<file path="src/rtl/tcp_tx_arbiter.sv">
// Round-robin, frame-atomic arbiter sharing the SiTCP TCP TX byte port between
// N_SRC byte streams, each frame prefixed by {HDR_TAG, source}. Define TX_TRAILER_EN
// to append a two-byte payload length trailer after every frame.
module tcp_tx_arbiter #(
    parameter int         N_SRC   = 4,
    parameter logic [3:0] HDR_TAG = 4'hA
) (
    input  logic               clk,
    input  logic               rst,
    input  logic               tcp_open_ack,
    input  logic               tcp_tx_full,
    output logic               tcp_tx_wr,
    output logic [7:0]         tcp_txd,
    input  logic [N_SRC-1:0]   src_valid,
    input  logic [8*N_SRC-1:0] src_data,
    input  logic [N_SRC-1:0]   src_last,
    output logic [N_SRC-1:0]   src_ready,
    output logic [3:0]         grant_id,
    output logic               busy,
    output logic [15:0]        drop_cnt
);

    // Source handshake: a byte moves when src_valid[i] & src_ready[i] in the same cycle.
    localparam logic [2:0] S_IDLE  = 3'd0;
    localparam logic [2:0] S_HDR   = 3'd1;
    localparam logic [2:0] S_DATA  = 3'd2;
    localparam logic [2:0] S_DRAIN = 3'd3;
`ifdef TX_TRAILER_EN
    localparam logic [2:0] S_TRAIL = 3'd4;
`endif

    logic [2:0]   state_q, state_d;
    logic [3:0]   grant_q, grant_d;
    logic [3:0]   last_q, last_d;
    logic         wr_q, wr_d;
    logic [7:0]   txd_q, txd_d;
    logic [15:0]  drop_q, drop_d;
`ifdef TX_TRAILER_EN
    logic [15:0]  len_q, len_d;
    logic         trail_q, trail_d;
`endif

    logic [15:0]  valid_ext, last_ext, ready_ext;
    logic [127:0] data_ext;
    logic         can_send, cur_valid, cur_last;
    logic [7:0]   cur_data;
    logic         found;
    logic [3:0]   winner;
    logic [4:0]   scan_idx;

    // Widen the per-source buses to 16 so grant_q can index them for any N_SRC.
    assign valid_ext = 16'(src_valid);
    assign last_ext  = 16'(src_last);
    assign data_ext  = 128'(src_data);

    assign can_send  = tcp_open_ack & ~tcp_tx_full;
    assign cur_valid = valid_ext[grant_q];
    assign cur_last  = last_ext[grant_q];
    assign cur_data  = data_ext[{grant_q, 3'b000} +: 8];

    function automatic logic [15:0] sat_inc(input logic [15:0] v);
        return (v == 16'hFFFF) ? v : v + 16'd1;
    endfunction

    always_comb begin
        found    = 1'b0;
        winner   = last_q;
        scan_idx = 5'd0;
        for (int k = 1; k <= N_SRC; k++) begin
            scan_idx = 5'(last_q) + 5'(k);
            if (scan_idx >= 5'(N_SRC)) scan_idx = scan_idx - 5'(N_SRC);
            if (!found && valid_ext[scan_idx[3:0]]) begin
                found  = 1'b1;
                winner = scan_idx[3:0];
            end
        end
    end

    always_comb begin
        ready_ext = 16'd0;
        if (state_q == S_DATA)  ready_ext[grant_q] = can_send;
        if (state_q == S_DRAIN) ready_ext[grant_q] = 1'b1;
    end

    always_comb begin
        state_d = state_q;
        grant_d = grant_q;
        last_d  = last_q;
        wr_d    = 1'b0;
        txd_d   = txd_q;
        drop_d  = drop_q;
`ifdef TX_TRAILER_EN
        len_d   = len_q;
        trail_d = trail_q;
`endif
        case (state_q)
            S_IDLE: begin
                if (tcp_open_ack && found) begin
                    grant_d = winner;
                    last_d  = winner;
                    state_d = S_HDR;
                end
            end
            S_HDR: begin
                if (can_send) begin
                    wr_d    = 1'b1;
                    txd_d   = {HDR_TAG, grant_q};
`ifdef TX_TRAILER_EN
                    len_d   = 16'd0;
`endif
                    state_d = S_DATA;
                end else if (!tcp_open_ack) begin
                    drop_d  = sat_inc(drop_q);
                    state_d = S_DRAIN;
                end
            end
            S_DATA: begin
                if (cur_valid && can_send) begin
                    wr_d  = 1'b1;
                    txd_d = cur_data;
`ifdef TX_TRAILER_EN
                    len_d = len_q + 16'd1;
                    if (cur_last) begin
                        trail_d = 1'b0;
                        state_d = S_TRAIL;
                    end
`else
                    if (cur_last) state_d = S_IDLE;
`endif
                end else if (!tcp_open_ack) begin
                    drop_d  = sat_inc(drop_q);
                    state_d = S_DRAIN;
                end
            end
            S_DRAIN: begin
                // Swallow the rest of the frame so the requester never stalls.
                if (cur_valid && cur_last) state_d = S_IDLE;
            end
`ifdef TX_TRAILER_EN
            S_TRAIL: begin
                if (!tcp_open_ack) begin
                    drop_d  = sat_inc(drop_q);
                    state_d = S_IDLE;
                end else if (can_send) begin
                    wr_d    = 1'b1;
                    txd_d   = trail_q ? len_q[7:0] : len_q[15:8];
                    trail_d = 1'b1;
                    if (trail_q) state_d = S_IDLE;
                end
            end
`endif
            default: state_d = S_IDLE;
        endcase
    end

    always_ff @(posedge clk) begin
        if (rst) begin
            state_q <= S_IDLE;
            grant_q <= 4'd0;
            last_q  <= 4'(N_SRC - 1);
            wr_q    <= 1'b0;
            txd_q   <= 8'd0;
            drop_q  <= 16'd0;
`ifdef TX_TRAILER_EN
            len_q   <= 16'd0;
            trail_q <= 1'b0;
`endif
        end else begin
            state_q <= state_d;
            grant_q <= grant_d;
            last_q  <= last_d;
            wr_q    <= wr_d;
            txd_q   <= txd_d;
            drop_q  <= drop_d;
`ifdef TX_TRAILER_EN
            len_q   <= len_d;
            trail_q <= trail_d;
`endif
        end
    end

    assign tcp_tx_wr = wr_q;
    assign tcp_txd   = txd_q;
    assign src_ready = ready_ext[N_SRC-1:0];
    assign grant_id  = grant_q;
    assign busy      = (state_q != S_IDLE);
    assign drop_cnt  = drop_q;

endmodule

</file>
<file path="config.mk">
export PLATFORM = sky130hd
export DESIGN_NAME = tcp_tx_arbiter
export DESIGN_NICKNAME = d
export VERILOG_FILES = /design/src/rtl/tcp_tx_arbiter.sv
export SDC_FILE = /design/constraint.sdc
export NUM_CORES = 1
export LEC_CHECK = 0
export ABC_AREA = 1
export BUFFER_PORTS_ARGS = -buffer_cell sky130_fd_sc_hd__buf_2
export CAP_MARGIN = 20
export CORE_MARGIN = 2
export CORE_UTILIZATION = 50
export DETAILED_ROUTE_END_ITERATION = 12
export PLACE_DENSITY = 0.89
export SLEW_MARGIN = 20
export SYNTH_ARGS = -nofsm -noshare
export SYNTH_HDL_FRONTEND = slang
export SYNTH_SLANG_ARGS = --single-unit
</file>
<file path="constraint.sdc">
create_clock -name clk -period 2.8 [get_ports clk]
set_clock_uncertainty 0.1 [all_clocks]
set_input_delay 0.7 -clock clk [delete_from_list [all_inputs] [get_ports clk]]
set_output_delay 0.7 -clock clk [all_outputs]
set_load 0.02 [all_outputs]
</file>
==> results of run 1 <==
==> per-stage QoR <==
step | hold WS [ns] | instances | utilization, %
2_1_floorplan | 0.432 | 385 | -
3_3_place_gp | 0.347 | 527 | 59.9
3_5_place_dp | 0.357 | 527 | 59.9
4_1_cts | 0.370 | 535 | 62.7
5_1_grt | 0.396 | 535 | 62.7
6_report | 0.370 | 535 | 62.7
==> final cells by class <==
| class | count | area (um^2) |
|---|---|---|
| multi-input cells | 288 | 1650 |
| well taps | 70 | 87.6 |
| inverters | 54 | 210 |
| clock inverters | 2 | 60.1 |
| flip-flops and latches | 34 | 681 |
| fillers | 485 | 1890 |
| repair buffers | 81 | 415 |
| clock buffers | 6 | 82.6 |
==> layer usage <==
metal | wire [um] | vias up | global-route usage (%)
met5 | 0 | - | 0
met4 | 66 | 0 | 3.82
met3 | 361 | 6 | 4.27
met2 | 3260 | 92 | 42.3
met1 | 2930 | 1238 | 28.2
li1 | - | 1416 | -
==> sequential cells by signal, summed over array words and instances, names as in the netlist <==
name	cells
drop_cnt	16
tcp_txd	8
grant_id	4
state_q	3
last_q	2
tcp_tx_wr	1
==> worst min path at each step <==
stage                      startpoint          end  slack, ns
after floorplan           drop_cnt[5]  drop_cnt[5]       0.43
after global placement    drop_cnt[5]  drop_cnt[5]       0.35
after detailed placement  drop_cnt[5]  drop_cnt[5]       0.36
after CTS                 drop_cnt[5]  drop_cnt[5]       0.37
after global routing      drop_cnt[5]  drop_cnt[5]       0.40
final                     drop_cnt[5]  drop_cnt[5]       0.37
==> critical path, delay by kind of cell, from the launching register on <==
| family | cells | cell delay (ns) |
|---|---|---|
| simple gates | 1 | 0.07 |
| flops | 1 | 0.63 |
| compound gates | 1 | 0.17 |
| buf+inv | 2 | 0.32 |
| fa+ha+maj | 1 | 0.26 |
==> power breakdown <==
part	total [W]	internal [W]	switching, W
Sequential	0.000523	0.000497	0.0000262
Combinational	0.000421	0.000156	0.000264
Clock	0.000559	0.000380	0.000179
Total	0.00150	0.00103	0.000469
==> cell families (layout without fill, tap and decap cells) <==
group	Yosys count	in the layout
compound gates	71	71
xor+xnor	1	1
fa+ha+maj	16	16
buf+inv	63	143
flops	34	34
other cells	1	1
simple gates	199	199
==> cells in the mapped netlist (6+ instances only) <==
cell type and count:
sky130_fd_sc_hd__ha_1 16, sky130_fd_sc_hd__a21oi_1 24, sky130_fd_sc_hd__nand2_2 11, sky130_fd_sc_hd__dfxtp_1 34, sky130_fd_sc_hd__o21ai_0 10, sky130_fd_sc_hd__inv_1 41
sky130_fd_sc_hd__o21ai_1 11, sky130_fd_sc_hd__nand2_1 111, sky130_fd_sc_hd__a22oi_1 12, sky130_fd_sc_hd__nor3_1 6, sky130_fd_sc_hd__nor2_1 20, sky130_fd_sc_hd__nand3_1 23
sky130_fd_sc_hd__inv_2 10
==> results.md, run 1 <==
- The flow ran to the end, and the final reports show no timing, DRC or antenna violations.
- The pre-antenna-repair detailed-routing pass consisted of 4 iterations.
- The total routing usage reported by global routing is 22.9%.
- The final RePlAce weighted congestion is roughly 0.87.
- The largest single stage delay on the critical path is 0.63 ns.
- The number of routed nets with antenna violations is 0.
- In this run the worst setup path begins at grant_id[2].
- Setup violations remaining at the end of the flow were counted as 0.
- The parity-gate share of the synthesized area counting xor and xnor cells is 0.336%.
- The setup slack after placement is 0.378 ns.
- The total count of max-transition violations in the final report was 0.
- The number of antenna violations at the first check in global routing is 0.
- Max-cap violations in this run came to 0.
- The internal reg-to-reg setup slack is roughly 0.34 ns.
- The simple logic cell fraction of the synthesized area is 38.4%.
- STA puts the critical path data required time at 2.00 ns.
- In this run, post-CTS hold repair placed 0 buffers.
- The synthesized area per cell is 6.77 um^2.
- The clock transition at the registers of the reported paths is ~0.07 ns.
- Across all layers, the routed design uses 2752 vias.
- The worst-path cell with the longest stage delay is sky130_fd_sc_hd__dfxtp_1.
- The library cell used most frequently in the layout, excluding fill and tap cells, is sky130_fd_sc_hd__nand2_1.
- The total length of routed wires is 6620 um.
- Setup repair after global routing left no endpoint under its margin.
- The count of antenna diodes in the layout is 0.
- The number of global-route vias before repair is roughly 2.6k.
- The clock passes through at most 2 buffers.
- The synthesized area is 2600 um^2.
- The net count of the mapped netlist is 445.
- After global routing the overflow that remains totals 0.
- In this run, synthesis inferred 0 flip-flops with an integrated enable.
- The completed layout was analyzed and its total power is 0.00150 W.
- The core region is 5070 um^2.
- The number of instances in the synthesized netlist is 385.
- Synthesis instantiated 38 different standard cells from the library.
- The post-placement cell area is 3040 um^2.
- Synthesis inferred 34 register bits.
- The critical path ends at src_ready[1].
- The global-route wire length before repair is 11100 um.
- The headroom to the max-slew limit is between 50% and 60%.
- The startpoint identified for the worst register-to-register timing path is grant_id[2].
- During synthesis, Yosys emitted a total of 0 warnings.
- The area of the die is roughly 5800 um^2.
- Along the worst hold path, the cell count comes to 2.
- The endpoint identified for the worst register-to-register timing path is last_q[0].
- The total clock buffers created by CTS is 5.
- STA classifies the critical path endpoint as a primary output.
- The via count normalized by instance count is 5.14.
- After Yosys synthesis, full adders, half adders and majority gates account for 7.68% of the synthesized area.
- Among all flip-flop cells after synthesis, the most frequent one is sky130_fd_sc_hd__dfxtp_1.
- For this block, the initial DRC count from the detailed router was 167.
- For this run, asynchronously set or reset flops after synthesis account for 0%.
- Setup total negative slack on the finished layout was measured at 0 ns.
- The number of hold violations in the final report was 0.
- The total I/O pin count is 78.
- The category of the most critical setup path is flop to primary output.
- The wire length per cell after detailed routing is 12.4 um.
- Dividing total power by cell area gives a power density of 472 nW/um^2.
- The effective utilization at floorplan is between 50% and 60%.
- The shortest clock period the worst path allows after layout is between 2 and 3 ns.
- TritonCTS built the clock tree.
- Of all cell types, the one taking the most synthesized area is sky130_fd_sc_hd__dfxtp_1.
- Ranked by total cell area, the synthesized netlist is headed by sky130_fd_sc_hd__dfxtp_1 (26%), sky130_fd_sc_hd__nand2_1 (16%), sky130_fd_sc_hd__ha_1 (7.7%).
- The clock net in this run drives a total of 34 sinks.
- The analysis attributes to cell leakage a power of 1.62 nW.
- The signal on the critical path passes through inv_2 > ha_1 > o2111ai_1 > nor3_1 > buf_2.
- The H-tree was split into 2 levels.
- The largest fanout of any net on the critical path is 13.
- The kind of path behind the tightest hold check is flop to flop.
- Static timing analysis puts the maximum clock frequency at between 300 and 400 MHz.
- In this run the horizontal extent of the chip is 76.2 um.
- The quantity of I/O buffers inserted on ports is 77.
- Detailed placement ended at an HPWL of 5260 um.
- The die outline height is ~76 um.
- In the layout the commonest cells are sky130_fd_sc_hd__nand2_1 (111), sky130_fd_sc_hd__buf_2 (77), sky130_fd_sc_hd__inv_1 (41).
- The final critical path takes up 90.6% of the cycle.
- Entering global routing, the biggest net connects 26 pins.
- The clock tree root buffer cell is sky130_fd_sc_hd__clkbuf_8.
- Once routing completed, OpenROAD measured the worst setup slack at around 0.26 ns.
- The maximum resistive drop on vdd is 0.339 mV.
- In this run the biggest area consumer among cell types represents between 20% and 30% of the synthesized area.
- The proportion of layout cells with a drive suffix above 1 is 30.5%.
- The depth of the most critical reg-to-reg path is 17.
- The clock reaches the later pin of the worst-skew pair after about 0.28 ns.
- Buffers added to address setup during post-CTS repair amount to 0.
- The share of cell area taken by muxes after synthesis is 0%.
- The share of the Yosys chip area taken by registers is 26.1%.
- The relative area change from synthesis to final layout is 22.1%.
- The final layout contains 524 nets.
- The finished cells cover ~3200 um^2.
- STA puts the critical path data arrival time at ~1.7 ns.
- The critical path startpoint category is a flop.
- In the routed design, unresolved DRC markers number 0.
- The combinational family with the most area after synthesis is simple AND/OR/NAND/NOR gates.
- The post-cts gate resize count is 0.
- The slew of the pin with the lowest slew margin is 0.748 ns.
- Summing the areas of all compound-gate instances in the mapped netlist gives 16.6% of the synthesized area.
- The row count is 26.
No activity file was read; power rests on OpenSTA's default activity.
==> run 2: changes to the inputs <==
Settings changed: ABC_AREA 1 to not set, CORE_MARGIN 2 to not set, CTS_BUF_LIST set to sky130_fd_sc_hd__clkbuf_16, PLACE_DENSITY 0.89 to 0.9.
==> results.md, run 2 <==
- The total I/O pin count is 78 (unchanged).
- The number of global-route vias before repair is 2235 (-13%).
- The number of synthesized register bits was 34 (unchanged).
- The final RePlAce weighted congestion is 0.989 (+13%).
- The via count normalized by instance count is 5.72 (+11%).
- The slew of the pin with the lowest slew margin is 0.827 ns (+0.0785 ns).
- The headroom to the max-slew limit is 44.6% (-5.5 points).
- STA classifies the critical path endpoint as a flop.
- The number of routed nets with antenna violations was 0 (unchanged).
- The busiest layer in global routing is met2.
- The synthesized area was 2410 um^2 (-7.4%).
- The global-route met2 utilization is 43.6% (+1.3 points).
- The via count is 2261 (-18%).
- The library cell with the largest summed area after synthesis is sky130_fd_sc_hd__dfxtp_1.
- The met1 global-route usage is 27.9% (-0.25 points).
- The later-pin clock latency in the skew report came to 0.28 ns (about the same).
- The total count of max-transition violations in the final report is 0 (unchanged).
- The global-route wire length before repair is 9700 um (-13%).
- The most common cell after layout, fill and taps aside is sky130_fd_sc_hd__buf_2.
- The placed cell count is 387 (-27%).
- The maximum resistive drop on vdd is 0.318 mV (-6.0%).
- The number of enable flip-flop cells after synthesis was 0 (unchanged).
- The horizontal die dimension is 71.5 um (-6.2%).
- From synthesis to final layout, the design area changed by 24.7%.
- TritonCTS built the clock tree.
- The number of hold violations in the final report is 0 (unchanged).
- The detailed-router iteration count before antenna repair is 5 (+1).
- The row count was 24 (-7.7%).
- The final setup TNS was 0 ns (unchanged).
- The net count of the mapped netlist is 324 (-27%).
- The post-layout instance count excluding filler cells is 395 (-26%).
- The root buffer cell chosen for the clock tree is sky130_fd_sc_hd__clkbuf_16.
- The depth of the CTS H-tree came to 2 (unchanged).
- The share of async-settable or async-resettable flops after synthesis came to 0% (unchanged).
- The power after layout was 0.00144 W (-3.9%).
- The area of the die is 5110 um^2 (-12%).
- The kind of path behind the tightest hold check is flop to flop.
- Among all flip-flop cells after synthesis, the most frequent one is sky130_fd_sc_hd__dfxtp_1.
- The part of the power in the clock network is 35.4% (-1.8 points).
- The setup path with the least slack is of type flop to flop.
- The clock net sink count was 34 (unchanged).
- The worst setup path is launched from a flop.
- The global-route track usage on met3 is 4.36% (+0.095 points).
- The largest fanout of any net on the critical path is 10 (-3).
- The minimum hold slack is 0.369 ns (-0.00106 ns).
- The total clock buffers created by CTS came to 5 (unchanged).
- The share of the yosys chip area belonging to registers is 28.2% (+2.1 points).
- The final instance area is 3010 um^2 (-5.5%).
- The total power per unit cell area came to 480 nW/um^2 (+1.7%).
- The hold-fix buffer count after cts is 0 (unchanged).
- The largest net degree at the start of global routing is 34 (+31%).
- The die outline height is 71.5 um (-6.2%).
- The total global routing overflow is 0 (unchanged).
- The count of antenna diodes in the layout was 0 (unchanged).
- The library cell with the highest instance count after synthesis is sky130_fd_sc_hd__dfxtp_1.
- The total of max-cap violations is 0 (unchanged).
- The effective utilization at floorplan came to 53.6% (+2.2 points).
- The net switching share of the total power is 29.8% (-1.5 points).
- The shortest clock period the worst path allows after layout came to 2.62 ns (+0.0802 ns).
- The reported net switching power is 0.000430 W (-8.4%).
- The flip-flop count of the largest register after layout came to 16 (unchanged).
- The total length of routed wires is 5770 um (-13%).
- The total core area was 4500 um^2 (-11%).
- The flow ran to the end, and the final reports show no timing, DRC or antenna violations.
- The setup-violating endpoint count in the final report is 0 (unchanged).
- The internal power consumption came to 0.00101 W (-1.9%).
- The combinational group share of total power is 29.2% (+1.2 points).
- The static leakage power is 1.29 nW (-20%).
- Leaving out fill and tap cells, the most frequent cells in the layout are sky130_fd_sc_hd__buf_2 (77), sky130_fd_sc_hd__dfxtp_1 (33), sky130_fd_sc_hd__nor2_1 (32).
- The power share of the sequential group is 35.4% (+0.6 points).
- In the synthesized netlist, the cells that appear most often are sky130_fd_sc_hd__dfxtp_1 (34), sky130_fd_sc_hd__nor2_1 (32), sky130_fd_sc_hd__nand2_1 (20).
- The total routing usage reported by global routing was 24.2% (+1.3 points).
- The required time reported for the critical path endpoint is 2.89 ns (+0.89 ns).
- The proportion of layout cells with a drive suffix above 1 came to 37.3% (+6.8 points).
- The wire length per cell after detailed routing is 14.6 um (+18%).
- The data arrival time of the critical path is 2.71 ns (+0.97 ns).
- The maximum clock rate was 382 MHz (-3.1%).
- The post-detailed-route DRC marker count is 0 (unchanged).
- The clock transition at the registers of the reported paths is 0.05 ns (-0.02 ns).
- The number of instances in the synthesized netlist is 264 (-31%).
- The number of DRC markers in iteration 0 is 105 (-37%).
- The number of synthesis warnings is 0 (unchanged).
- The post-placement cell area was 2840 um^2 (-6.5%).
- The count of unique library cells instantiated by Yosys is 59 (+55%).
- The area fraction of the dominant cell type after synthesis is 28.2% (+2.1 points).
- Yosys attributes the largest share of cell area to sky130_fd_sc_hd__dfxtp_1 (28%), sky130_fd_sc_hd__mux4_2 (10%), sky130_fd_sc_hd__ha_1 (8.3%).
- The number of antenna violations at the first check in global routing was 0 (unchanged).
- The largest buffer count on any clock path is 2 (unchanged).
- The post-DP HPWL is 4500 um (-14%).
- The total number of nets in the final design is 402 (-23%).
- The synthesized area per cell is 9.14 um^2 (+35%).
- The portion of the clock cycle consumed by the worst path in the final layout is 93.5% (+2.9 points).
- The quantity of I/O buffers inserted on ports is 77 (unchanged).
run 2: cell types whose count changed after synthesis, moves of 6 or more:
cell / change
sky130_fd_sc_hd__a211oi_1: +6
sky130_fd_sc_hd__a21oi_1: -10
sky130_fd_sc_hd__a22oi_1: -7
sky130_fd_sc_hd__inv_1: -31
sky130_fd_sc_hd__inv_2: -9
sky130_fd_sc_hd__mux4_2: +11
sky130_fd_sc_hd__nand2_1: -91
sky130_fd_sc_hd__nand2_2: -11
sky130_fd_sc_hd__nand3_1: -16
sky130_fd_sc_hd__nor2_1: +12
sky130_fd_sc_hd__o21ai_1: -8
sky130_fd_sc_hd__xnor2_1: +9
sky130_fd_sc_hd__xor2_1: +8
run 2: final cells by class:
cell class | count | area [um^2]
Clock inverter | 3 | 11.3
Fill cell | 376 | 1500
Sequential cell | 34 | 682
Timing Repair Buffer | 86 | 453
Tap cell | 52 | 65.1
Inverter | 12 | 47.5
Clock buffer | 5 | 125
Multi-Input combinational cell | 203 | 1620
run 2: routing by layer:
metal / share of wire, % / up-vias / routed length [um]
met4: 2.4 / 0 / 141
li1: - / 1107 / -
met1: 41 / 1046 / 2370
met5: 0 / - / 0
met2: 50 / 95 / 2910
met3: 6.0 / 13 / 348
run 2: per-stage QoR:
stage / setup slack (ns) / utilization, %
finish: 0.182 / 66.8
global route: -0.000816 / 66.8
CTS: 0.0193 / 66.1
detailed placement: 0.0865 / 63.1
global placement: 0.263 / 63.1
floorplan: 0.174 / -
run 2: critical path, stage by stage, from the launching register on:
cell                        delay, ns
sky130_fd_sc_hd__dfxtp_1         0.31
sky130_fd_sc_hd__buf_4           0.18
sky130_fd_sc_hd__ha_1            0.20
sky130_fd_sc_hd__a21oi_1         0.15
sky130_fd_sc_hd__xnor2_1         0.18
sky130_fd_sc_hd__ha_1            0.31
sky130_fd_sc_hd__o2bb2ai_2       0.15
sky130_fd_sc_hd__o211ai_2        0.15
sky130_fd_sc_hd__o211ai_1        0.20
sky130_fd_sc_hd__o21ai_1         0.09
sky130_fd_sc_hd__a211o_1         0.32
sky130_fd_sc_hd__a221oi_2        0.17
run 2: repair_timing:
action                     4_1_cts  5_1_grt
setup endpoints to repair        0        9
setup buffers                    0        0
gates resized for setup          0        7
run 2: power by group through the flow:
stage	combinational (W)	clock [W]	sequential (W)
2_1_floorplan	0.000290	0	0.000529
3_5_place_dp	0.000411	0	0.000521
5_1_grt	0.000459	0.000541	0.000512
4_1_cts	0.000413	0.000517	0.000511
6_report	0.000422	0.000511	0.000511
3_3_place_gp	0.000399	0	0.000520
run 2: worst paths after layout:
path                      to  depth (start not counted)  startpoint  slack (ns)
setup / recovery  state_q[0]                         11   last_q[1]        0.18
hold / removal    tcp_txd[6]                          2  tcp_txd[6]        0.37
setup reg to reg  state_q[0]                         11   last_q[1]        0.18
hold reg to reg   tcp_txd[6]                          2  tcp_txd[6]        0.37
run 2: kinds of logic after synthesis:
family | synth area share, %
flops | 28.2
compound gates | 17.1
buf+inv | 5.60
xor+xnor | 7.21
other cells | 0.155
fa+ha+maj | 8.30
mux | 13.5
simple gates | 20.0
==> run 3: changes to the inputs <==
Settings changed: CTS_BUF_LIST sky130_fd_sc_hd__clkbuf_16 to sky130_fd_sc_hd__clkbuf_8.
Clock period 2.8 ns to 2.5 ns, I/O delays scaled along.
==> results.md, run 3 (synthesis gave the netlist of run 2 again) <==
- The largest fanout of any net on the critical path is 5 (-5).
- The total power per unit cell area is 484 nW/um^2 (+0.73%).
- The total global routing overflow was 0 (unchanged).
- The portion of the clock cycle consumed by the worst path in the final layout is 103% (+9.1 points).
- The total clock buffers created by CTS is 5 (unchanged).
- The clock net sink count is 34 (unchanged).
- The most common cell after layout, fill and taps aside is sky130_fd_sc_hd__buf_2.
- The power after layout is 0.00162 W (+12%).
- The critical path is of the flop to flop type.
- The total routing usage reported by global routing is 25.7% (+1.5 points).
- The number of hold violations in the final report is 0 (unchanged).
- The via count was 2420 (+7.0%).
- The total length of routed wires is 6880 um (+19%).
- The number of routed nets with antenna violations is 0 (unchanged).
- The die outline height is 71.5 um (unchanged).
- The worst hold path terminates at tcp_txd[6].
- The effective utilization at floorplan was 53.6% (unchanged).
- The wire length per cell after detailed routing is 16.6 um (+14%).
- The kind of path behind the tightest hold check is flop to flop.
- The depth of the CTS H-tree is 2 (unchanged).
- The clock tree root buffer cell is sky130_fd_sc_hd__clkbuf_8.
- The detailed-router iteration count before antenna repair is 4 (-1).
- The post-detailed-route DRC marker count is 0 (unchanged).
- The total core area is 4500 um^2 (unchanged).
- The largest buffer count on any clock path was 2 (unchanged).
- The maximum clock rate is 390 MHz (+2.1%).
- The area of the die is 5110 um^2 (unchanged).
- The count of antenna diodes in the layout is 0 (unchanged).
- The required time reported for the critical path endpoint was 2.60 ns (-0.29 ns).
- The total count of max-transition violations in the final report is 0 (unchanged).
- The setup slack after placement is -0.0640 ns (-0.150 ns).
- The quantity of I/O buffers inserted on ports is 77 (unchanged).
- The static leakage power came to 1.41 nW (+9.4%).
- The total of max-cap violations came to 0 (unchanged).
- The setup-violating endpoint count in the final report is 3 (+3).
- The post-route worst setup slack was -0.0648 ns (-0.247 ns).
- The internal reg-to-reg setup slack is -0.06 ns (-0.25 ns).
- The clock transition at the registers of the reported paths is 0.07 ns (+0.02 ns).
- The endpoint of the worst register-to-register path is grant_id[1].
- The kind of end point of the critical path is a flop.
- The via count normalized by instance count is 5.85 (+2.1%).
- The global-route wire length before repair is 10300 um (+5.8%).
- The relative area change from synthesis to final layout is 38.7%.
- The checks that failed: negative setup slack.
- The launch point of the worst hold path is tcp_txd[6].
- The slew of the pin with the lowest slew margin is 0.785 ns (-0.0414 ns).
- The headroom to the max-slew limit is 47.4% (+2.8 points).
- The maximum resistive drop on vdd is 0.324 mV (+1.9%).
- The total I/O pin count was 78 (unchanged).
- The final RePlAce weighted congestion is 0.890 (-10%).
- The proportion of layout cells with a drive suffix above 1 is 48.3% (+11 points).
- The horizontal die dimension was 71.5 um (unchanged).
- The number of global-route vias before repair is 2264 (+1.3%).
- The number of DRC markers in iteration 0 came to 110 (+4.8%).
- The final setup TNS was -0.127 ns (-0.127 ns).
- The row count is 24 (unchanged).
- Setup repair after global routing could not meet its margin everywhere.
- The flip-flop count of the largest register after layout is 16 (unchanged).
- The post-DP HPWL was 4660 um (+3.4%).
- The later-pin clock latency in the skew report is 0.29 ns (about the same).
- The hold-critical path depth is 2 (unchanged).
- The depth of the most critical reg-to-reg path was 13 (+2).
- The flow ran to the end, but the final reports show violations.
- The top cell types in the final layout, fill and taps aside, are sky130_fd_sc_hd__buf_2 (76), sky130_fd_sc_hd__nor2_1 (32), sky130_fd_sc_hd__dfxtp_1 (31).
- The critical path startpoint category is a flop.
- The largest net degree at the start of global routing was 34 (unchanged).
- The total number of nets in the final design was 421 (+4.7%).
- The shortest clock period the worst path allows after layout is 2.56 ns (-0.0533 ns).
- The number of antenna violations at the first check in global routing is 0 (unchanged).
- The TritonCTS clock tree is built.
- The data arrival time of the critical path came to 2.67 ns (-0.04 ns).
- Tracing the worst setup path back leads to its startpoint at last_q[1].
- The worst register-to-register path begins at last_q[1].
[run 3: changes by cell type in the layout (fill, tap and decap cells not counted), moves of 3 or more]
cell	previous run	this run
sky130_fd_sc_hd__clkbuf_8	0	6
sky130_fd_sc_hd__clkbuf_16	5	0
sky130_fd_sc_hd__buf_4	9	26
sky130_fd_sc_hd__a21oi_1	13	9
sky130_fd_sc_hd__inv_4	1	4
sky130_fd_sc_hd__ha_1	15	9
sky130_fd_sc_hd__clkinv_1	3	0
sky130_fd_sc_hd__a21oi_2	2	5
sky130_fd_sc_hd__ha_4	0	7
sky130_fd_sc_hd__buf_6	0	3
[run 3: where the power goes]
part           internal [W]  leakage [nW]  switching, W
logic              0.000296          1.08      0.000315
registers          0.000556         0.276     0.0000209
clock network      0.000222        0.0515      0.000207
[run 3: layer usage]
metal	GRT usage (%)	vias up	wire length (um)
li1	-	1144	-
met3	4.92	18	354
met5	0	-	0
met4	12.0	0	213
met1	28.4	1151	2680
met2	47.5	107	3640
[run 3: worst max path at each step]
| stage | cells past startpoint | endpoint | slack, ns |
|---|---|---|---|
| 5_1_grt | 13 | grant_id[1] | -0.13 |
| 3_3_place_gp | 11 | grant_id[0] | 0.06 |
| 6_report | 13 | grant_id[1] | -0.06 |
| 2_1_floorplan | 13 | grant_id[0] | 0.0004 |
| 3_5_place_dp | 11 | grant_id[0] | -0.06 |
| 4_1_cts | 12 | grant_id[0] | 0.005 |
[run 3: repair_timing]
action | in CTS | in global routing
hold buffers | 0 | 0
setup endpoints to repair | 12 | 12
setup buffers | 9 | 3
gates resized for setup | 9 | 38
endpoints found under the hold margin | 0 | 0
pin swaps | 6 | 19
[run 3: final cells by class]
cell class                 count  area (um^2)
sequential                    34          689
clock inverter                 2         11.3
clock buffer                   6         82.6
inverter                      12         52.6
multi-input combinational    203         1840
timing repair buffer         105          609
tap                           52         65.1
fill                         293         1160
[run 3: worst max-delay path, cell delays in order (launching register included)]
cell and delay (ns):
sky130_fd_sc_hd__dfxtp_4 0.41, sky130_fd_sc_hd__inv_4 0.08, sky130_fd_sc_hd__ha_4 0.16, sky130_fd_sc_hd__a21oi_4 0.13, sky130_fd_sc_hd__xnor2_2 0.16, sky130_fd_sc_hd__ha_4 0.25
sky130_fd_sc_hd__nor2_1 0.15, sky130_fd_sc_hd__o211ai_2 0.11, sky130_fd_sc_hd__buf_4 0.15, sky130_fd_sc_hd__buf_4 0.13, sky130_fd_sc_hd__buf_4 0.12, sky130_fd_sc_hd__o2111ai_1 0.09
sky130_fd_sc_hd__nand3_2 0.16, sky130_fd_sc_hd__a211oi_2 0.26
[run 3: per-stage QoR]
| step | instances | utilization (%) | instance area (um^2) | hold WS (ns) |
|---|---|---|---|---|
| after floorplan | 264 | - | 2420 | 0.366 |
| after global placement | 394 | 64.4 | 2900 | 0.360 |
| after detailed placement | 394 | 64.4 | 2900 | 0.361 |
| after CTS | 411 | 68.8 | 3100 | 0.373 |
| after global routing | 414 | 74.3 | 3350 | 0.404 |
| final | 414 | 74.3 | 3350 | 0.371 |
